$ cat src/rtl/board_pkg.sv
// Shared board geometry, FSM state type and cell index type for the mouse-to-cell picker.
package board_pkg;

  localparam int unsigned SCREEN_WIDTH   = 1024;
  localparam int unsigned SCREEN_HEIGHT  = 768;
  localparam int unsigned CELL_SIZE      = 16;
  localparam int unsigned MAX_BOARD_SIZE = 4;

  typedef enum logic [1:0] {
    IDLE,
    CALC,
    HOLD
  } pick_state_t;

  typedef logic [3:0] cell_idx_t;

  // Left/top pixel of a centred board of pixel width w on a screen axis of size extent.
  function automatic logic [12:0] board_origin(input logic [12:0] extent, input logic [12:0] w);
    logic [12:0] diff;
    diff = extent - w;
    return diff >> 1;
  endfunction

endpackage

$ cat src/rtl/board_cell_map.sv
// Combinational pixel-to-cell mapper for the centred board; grid-line pixels are misses.
module board_cell_map
  import board_pkg::*;
(
  input  logic [11:0] x,
  input  logic [11:0] y,
  input  logic [2:0]  board_size,
  output logic        hit,
  output logic [3:0]  row,
  output logic [3:0]  col
);

  logic               legal;
  logic [5:0]         side;
  logic [12:0]        w;
  logic [12:0]        x0;
  logic [12:0]        y0;
  logic signed [12:0] ox;
  logic signed [12:0] oy;
  logic               in_x;
  logic               in_y;

  always_comb begin
    legal = (board_size != 3'd0) && (32'(board_size) <= MAX_BOARD_SIZE);
    side  = {3'b000, board_size} * {3'b000, board_size};
    w     = 13'(side) * 13'(CELL_SIZE);
    x0    = board_origin(13'(SCREEN_WIDTH), w);
    y0    = board_origin(13'(SCREEN_HEIGHT), w);
    ox    = $signed({1'b0, x}) - $signed(x0);
    oy    = $signed({1'b0, y}) - $signed(y0);
    // Strictly inside the board and off the vertical/horizontal grid lines.
    in_x  = (ox > 13'sd0) && (ox < $signed(w)) && (ox[3:0] != 4'd0);
    in_y  = (oy > 13'sd0) && (oy < $signed(w)) && (oy[3:0] != 4'd0);
    hit   = legal && in_x && in_y;
    col   = ox[7:4];
    row   = oy[7:4];
  end

endmodule

$ cat src/rtl/board_cell_picker.sv
// Converts left-button clicks into board (row, col) picks on a valid/ready output.
// Define BOARD_PICK_HOVER_EN to drive the registered hover outputs from the live pointer.
module board_cell_picker
  import board_pkg::*;
#(
  parameter int unsigned CNT_W = 8
) (
  input  logic             clk,
  input  logic             rst,
  input  logic             is_game_on,
  input  logic [2:0]       board_size,
  input  logic [11:0]      mouse_x,
  input  logic [11:0]      mouse_y,
  input  logic             mouse_left,
  input  logic             pick_ready,
  output logic             pick_valid,
  output logic [3:0]       pick_row,
  output logic [3:0]       pick_col,
  output logic [CNT_W-1:0] miss_cnt,
  output logic [CNT_W-1:0] drop_cnt,
  output logic             hover_valid,
  output logic [3:0]       hover_row,
  output logic [3:0]       hover_col
);

  pick_state_t state_q;
  logic        prev_left_q;
  logic [11:0] cap_x_q;
  logic [11:0] cap_y_q;
  logic [2:0]  cap_size_q;

  logic        click;
  logic        map_hit;
  cell_idx_t   map_row;
  cell_idx_t   map_col;

  assign click = mouse_left & ~prev_left_q;

  board_cell_map u_click_map (
    .x          (cap_x_q),
    .y          (cap_y_q),
    .board_size (cap_size_q),
    .hit        (map_hit),
    .row        (map_row),
    .col        (map_col)
  );

  always_ff @(posedge clk) begin
    if (rst) begin
      state_q     <= IDLE;
      prev_left_q <= 1'b0;
      cap_x_q     <= '0;
      cap_y_q     <= '0;
      cap_size_q  <= '0;
      pick_valid  <= 1'b0;
      pick_row    <= '0;
      pick_col    <= '0;
      miss_cnt    <= '0;
      drop_cnt    <= '0;
    end else begin
      prev_left_q <= mouse_left;
      unique case (state_q)
        IDLE: begin
          if (click && is_game_on) begin
            cap_x_q    <= mouse_x;
            cap_y_q    <= mouse_y;
            cap_size_q <= board_size;
            state_q    <= CALC;
          end
        end
        CALC: begin
          if (!is_game_on) begin
            state_q    <= IDLE;
            pick_valid <= 1'b0;
          end else if (map_hit) begin
            pick_row   <= map_row;
            pick_col   <= map_col;
            pick_valid <= 1'b1;
            state_q    <= HOLD;
          end else begin
            if (miss_cnt != {CNT_W{1'b1}}) begin
              miss_cnt <= miss_cnt + 1'b1;
            end
            state_q <= IDLE;
          end
        end
        HOLD: begin
          // Abort and handshake both retire the pick; only the handshake is a delivery.
          if (!is_game_on || pick_ready) begin
            pick_valid <= 1'b0;
            state_q    <= IDLE;
          end
        end
        default: begin
          pick_valid <= 1'b0;
          state_q    <= IDLE;
        end
      endcase

      // Clicks arriving while a pick is in flight are lost, including the handshake cycle.
      if (click && is_game_on && (state_q != IDLE) && (drop_cnt != {CNT_W{1'b1}})) begin
        drop_cnt <= drop_cnt + 1'b1;
      end
    end
  end

`ifdef BOARD_PICK_HOVER_EN
  logic      hov_hit;
  cell_idx_t hov_row;
  cell_idx_t hov_col;

  board_cell_map u_hover_map (
    .x          (mouse_x),
    .y          (mouse_y),
    .board_size (board_size),
    .hit        (hov_hit),
    .row        (hov_row),
    .col        (hov_col)
  );

  always_ff @(posedge clk) begin
    if (rst) begin
      hover_valid <= 1'b0;
      hover_row   <= '0;
      hover_col   <= '0;
    end else begin
      hover_valid <= is_game_on & hov_hit;
      hover_row   <= is_game_on ? hov_row : 4'd0;
      hover_col   <= is_game_on ? hov_col : 4'd0;
    end
  end
`else
  assign hover_valid = 1'b0;
  assign hover_row   = 4'd0;
  assign hover_col   = 4'd0;
`endif

endmodule

$ cat config.mk
export PLATFORM = sky130hd
export DESIGN_NAME = board_cell_picker
export DESIGN_NICKNAME = d
export VERILOG_FILES = /design/src/rtl/board_pkg.sv /design/src/rtl/board_cell_map.sv /design/src/rtl/board_cell_picker.sv
export SDC_FILE = /design/constraint.sdc
export NUM_CORES = 1
export LEC_CHECK = 0
export ABC_AREA = 1
export CAP_MARGIN = 15
export CORE_AREA = 3 3 92 94
export CTS_CLUSTER_DIAMETER = 30
export DETAILED_ROUTE_END_ITERATION = 10
export DIE_AREA = 0 0 95 97
export GPL_TIMING_DRIVEN = 0
export PLACE_DENSITY = 0.68
export SKIP_CTS_REPAIR_TIMING = 1
export SYNTH_ARGS = -nofsm -noshare
export SYNTH_HDL_FRONTEND = slang
export SYNTH_SLANG_ARGS = --single-unit
$ cat constraint.sdc
create_clock -name clk -period 4.4 [get_ports clk]
set_input_delay 0.44 -clock clk [delete_from_list [all_inputs] [get_ports clk]]
set_output_delay 0.44 -clock clk [all_outputs]
set_load 0.01 [all_outputs]
* After elaboration in Yosys (flattened, before gate mapping)
Cells that the tools add are included.
Storage, ports and cells: input port bits 32, word-level logic and storage cells 64, register bits 55
Cells by class: $lt $le $gt $ge 5, eq/ne operators 7, bitwise gates (word level) 4, reductions and logical operators 22, mux-type cells 9, multipliers 1, $add $sub $neg 6
Operator list (number):
- $gt 13x1->1 const B | 2
- $lt 13x11->1 | 2
- $sub 12x12->13 | 2
- $add 8x1->8 const B | 2
- $ne 8x8->1 const B | 2
- $sub 11x10->12 const A | 1
- $sub 10x10->11 const A | 1
- $logic_and 1x1->1 | 10
- $mux 2 | 4
- $reduce_bool 4->1 | 2
- $mul 3x3->6 | 1
- $pmux 2 s3 | 1
- $reduce_and 3->1 | 2
- $ne 2x2->1 const B | 2
- $reduce_and 2->1 | 2
- $reduce_and 4->1 | 1
- $le 3x3->1 const B | 1
- $mux 1 | 3
- $ne 3x3->1 const B | 1
- $not 1->1 | 3
- $pmux 1 s3 | 1
- $reduce_bool 3->1 | 1
- $eq 2x1->1 const B | 1
- $eq 2x2->1 const B | 1
- other kinds (5) | 5

* Longest topological paths before layout
depth after elaboration 11, depth in mapped cells 24, mapped depth without buffers 24

* By module
Synthesis repeated with hierarchy kept, for this count alone.
Unflattened totals: cells, all modules 526, area total of the unflattened synthesis 3490.8 µm²
By module, submodules not included:
- board_cell_picker | area each 2311.0 µm², cells each 312, times used 1
- board_cell_map | area each 1179.9 µm², cells each 214, times used 1

* Least setup slack after synthesis
No wires, ideal clock.
path type flip-flop to flip-flop, start register cap_size_q[0], end register pick_col[3], arrival 3.364 ns, path buffers 0, slack 0.966 ns, stages on the path, launching flop included 22, setup time 0.070 ns, required time 4.330 ns, path through dfxtp_1 > nand2_1 > inv_1 > ha_1 > xor2_1 > ha_1 > or2_2 > nand2_1 > nor2_1 > nor2_1 > xnor2_1 > ha_1 > or2_2 > a21oi_1 > nand3_1 > nor2_1 > nand3_2 > nor2_4 > nand3_4 > clkinv_4 > nand2_1 > a21oi_1
On the way: cells in the longest elaborated chain, start to end 9
RTL lines:
- start, declared | line board_cell_picker.sv:30 | logic [2:0] cap_size_q;
- start signal, assigned | line board_cell_picker.sv:67 | cap_size_q <= board_size;
- $mul 3x3->6 | line board_cell_map.sv:25 | side = {3'b000, board_size} * {3'b000, board_size};
- $sub 11x10->12 | line board_pkg.sv:20 | diff = extent - w;
- $sub 12x12->13 | line board_cell_map.sv:29 | ox = $signed({1'b0, x}) - $signed(x0);
- $gt 13x1->1 / $lt 13x11->1 (equally long branches) | line board_cell_map.sv:32 | in_x = (ox > 13'sd0) && (ox < $signed(w)) && (ox[3:0] != 4'd0);
- $logic_and 1x1->1 (2 in series) | line board_cell_map.sv:32
- $logic_and 1x1->1 (2 in series) | line board_cell_map.sv:34 | hit = legal && in_x && in_y;
- $reduce_and 3->1 (no source line)
- end signal, assigned | line board_cell_picker.sv:77 | pick_col <= map_col;
- end, declared | line board_cell_picker.sv:18 | output logic [3:0] pick_col,
Several ways; a longest one is shown, not always the timed one. A chain may end at the register's enable or synchronous reset.

* Worst setup path after layout
start register cap_size_q[0], end register pick_row[3]
On the way: cells in the longest elaborated chain, start to end 9
RTL lines:
- $mul 3x3->6 | line board_cell_map.sv:25
- $sub 11x10->12 | line board_pkg.sv:20
- $sub 12x12->13 | line board_cell_map.sv:29
- $gt 13x1->1 / $lt 13x11->1 (equally long branches) | line board_cell_map.sv:32
- $logic_and 1x1->1 (2 in series) | line board_cell_map.sv:32
- $logic_and 1x1->1 (2 in series) | line board_cell_map.sv:34
- $reduce_and 3->1 (no source line)
- end signal, assigned | line board_cell_picker.sv:76 | pick_row <= map_row;
- end, declared | line board_cell_picker.sv:17 | output logic [3:0] pick_row,
Several ways; a longest one is shown, not always the timed one.

==> impl_metrics.py <==
metrics = {
    "outcome": {
        "status": "completed",
    },
    "timing": {
        "fin_skew_ps": 12.1,
        "final-setup-viol-count": 0,
        "drv_slew": 0,
        "period_needed_ps": 4040,
        "timing.fmax_mhz": 248,
        "relSlewSlack": 0.660,
        "fin_crit_sh": 0.918,
        "rsz0062_at_grt": "false",
        "finalHoldViolCount": 0,
        "tns_ps": 0,
        "worst_pin_slew_ps": 510,
    },
    "power": {
        "leakage_nw": 1.91,
        "ir_drop_uv": 172,
        "p_per_area_nw_per_um2": 284,
        "finalPower_mw": 1.20,
    },
    "drt": {
        "dr.pass1.iters": 4,
        "via_per_inst": 4.81,
        "wl_per_cell_um": 11.6,
        "first_iter_violations": 129,
        "drc": 0,
        "via_count": 3223,
        "totalWireLength_um": 7780,
        "antenna_left": 0,
    },
    "clock_tree": {
        "clockBufferDepth": 2,
        "cts_tree": "done",
        "clock_sinks": 55,
        "clk-insertion-delay-late_ps": 310,
        "clkSlewWorstSetupHoldPaths_ps": 110,
        "cts-htree-levels": 2,
        "numCtsBuffers": 5,
        "cts-root-buf": "clkbuf_8",
    },
    "worst_setup_path": {
        "cp-start-kind": "register",
        "max_stage_delay_ps": 480,
        "path_class": "register to register",
        "r2r_slack_ps": 360,
        "path_cells": "nand2_1, inv_1, ha_1, xnor2_1, xor2_1, inv_1, ha_1, nand2_1, nor2_1, nor2_1, xnor2_1, ha_1, or2_2, a21oi_1, nand3_1, nor2_1, nand3_2, nor2_4, nand3_4, clkinv_4, nand2_1, a21oi_1",
        "worst-path-max-fanout": 10,
        "cp.arrival_ps": 4290,
        "critPathBufInv": 3,
        "crit_family": "simple AND/OR/NAND/NOR gates",
        "cp-end-kind": "register",
        "crit_path_top_delay_cell": "dfxtp_1",
        "critical_path_required_ps": 4650,
    },
    "layout": {
        "drive_gt1_frac": 0.0528,
        "postLayoutCellArea_sq_um": 4210,
        "n_antenna_cell": 0,
        "fin_util": 0.545,
        "final_nets": 628,
        "area_growth_pct": 23.4,
    },
    "placement": {
        "portBuffers": 55,
        "dpl_cell_area_sq_um": 4120,
        "gp_congestion": 0.894,
        "hpwl_um": 6260,
    },
    "die": {
        "die_h_um": 97,
        "fp.dieArea_sq_um": 9220,
        "top_level_ports": 66,
        "row_count": 32,
        "initial_core_util": 0.442,
        "die_w_um": 95,
        "coreArea_sq_um": 7730,
    },
    "grt": {
        "grt_pass1_wl_um": 12900,
        "grt_pass1_vias": 2947,
        "grt_usage": 0.172,
        "grt-ovfl-total": 0,
        "grt_max_degree": 19,
        "grt_antenna_before_repair": 0,
    },
    "yosys": {
        "syn_area_per_cell_sq_um": 6.87,
        "postSynth.asyncResetShare": 0,
        "synth_cell_types": 33,
        "synth_cells": 497,
        "seq_area_frac_synth": 0.323,
        "syn_area_sq_um": 3410,
        "synth-seq-cells": 55,
        "yosysWarnings": 0,
        "synth-edff-count": 0,
        "ys.flop_type": "dfxtp_1",
    },
    "hold_path": {
        "hold_path.class": "register to register",
    },
    "job": {
        "drv_cap": 0,
    },
}
-- metrics by stage --
stage	std cells	setup WS, ps	hold WS (ps)
6_report	670	363	463
4_1_cts	670	369	466
2_1_floorplan	505	966	429
3_5_place_dp	662	394	450
5_1_grt	670	6.09	486
3_3_place_gp	662	440	443
-- layer usage --
| layer | global-route usage | share of wire |
|---|---|---|
| met2 | 0.291 | 0.48 |
| met4 | 0.0522 | 0.019 |
| met5 | 0 | 0 |
| met1 | 0.223 | 0.47 |
| met3 | 0.0280 | 0.036 |
-- path summary, 6_finish.rpt --
path | start | to | cells past startpoint
max reg2reg | cap_size_q[0] | pick_row[3] | 22
min | cap_y_q[1] | cap_y_q[1] | 2
max | cap_size_q[0] | pick_row[3] | 22
min reg2reg | cap_y_q[1] | cap_y_q[1] | 2
-- layout by cell type, fill, tap and decap left out, types with 3 or more instances in the layout --
cell	count
ha_1	27
nor2_4	3
nor2_1	69
buf_4	9
nor3_1	4
xnor2_1	8
dfxtp_1	55
xor2_1	10
nand2_1	109
o21ai_0	32
clkdlybuf4s50_1	55
clkbuf_1	9
clkbuf_8	5
inv_1	63
nand3_1	22
conb_1	9
nor4_1	3
nand4_1	9
a21oi_1	41
-- cell usage after synthesis (all sizes together) (9+ instances only) --
master    n  area share
nand2   110        0.12
nor2     73       0.088
inv      65       0.072
dfxtp    55        0.32
a21oi    41       0.060
o21ai    32       0.047
ha       27       0.099
nand3    25       0.045
buf      11       0.022
xor2     10       0.026
clkbuf    9      0.0099
nand4     9       0.017
-- area by class of cell --
| cell class | instances | area (sq um) |
|---|---|---|
| clock buffer | 5 | 68.8 |
| clock inverter | 3 | 22.5 |
| buffer | 20 | 109 |
| timing repair buffer | 55 | 551 |
| inverter | 66 | 253 |
| multi-input combinational | 364 | 1980 |
| sequential | 55 | 1100 |
| fill | 754 | 3520 |
| tap | 102 | 128 |
-- cells by family after synthesis --
group,count (synthesis),synth area share
buf+inv,86,0.106
compound gates,80,0.122
other cells,1,0.00110
fa+ha+maj,29,0.111
xor+xnor,18,0.0462
flops,55,0.323
simple gates,228,0.292
-- tightest hold or removal path, cell delays in order, from the launching register on --
cell     delay, ps
dfxtp_1        310
inv_1           60
a21oi_1         60
-- state kept, by name (all words and copies together) (netlist names), 2 cells and up --
| signal | cells |
|---|---|
| drop_cnt | 8 |
| state_q | 2 |
| cap_y_q | 12 |
| miss_cnt | 8 |
| pick_row | 4 |
| cap_x_q | 12 |
| pick_col | 4 |
| cap_size_q | 3 |
-- power by group --
group	total (mW)	switching [mW]	leakage (nW)	internal, mW
registers	0.529	0.0131	0.448	0.515
logic	0.378	0.217	1.42	0.162
clock network	0.290	0.176	0.0485	0.115
total	1.20	0.406	1.91	0.792
No activity file was read; power rests on OpenSTA's default activity.
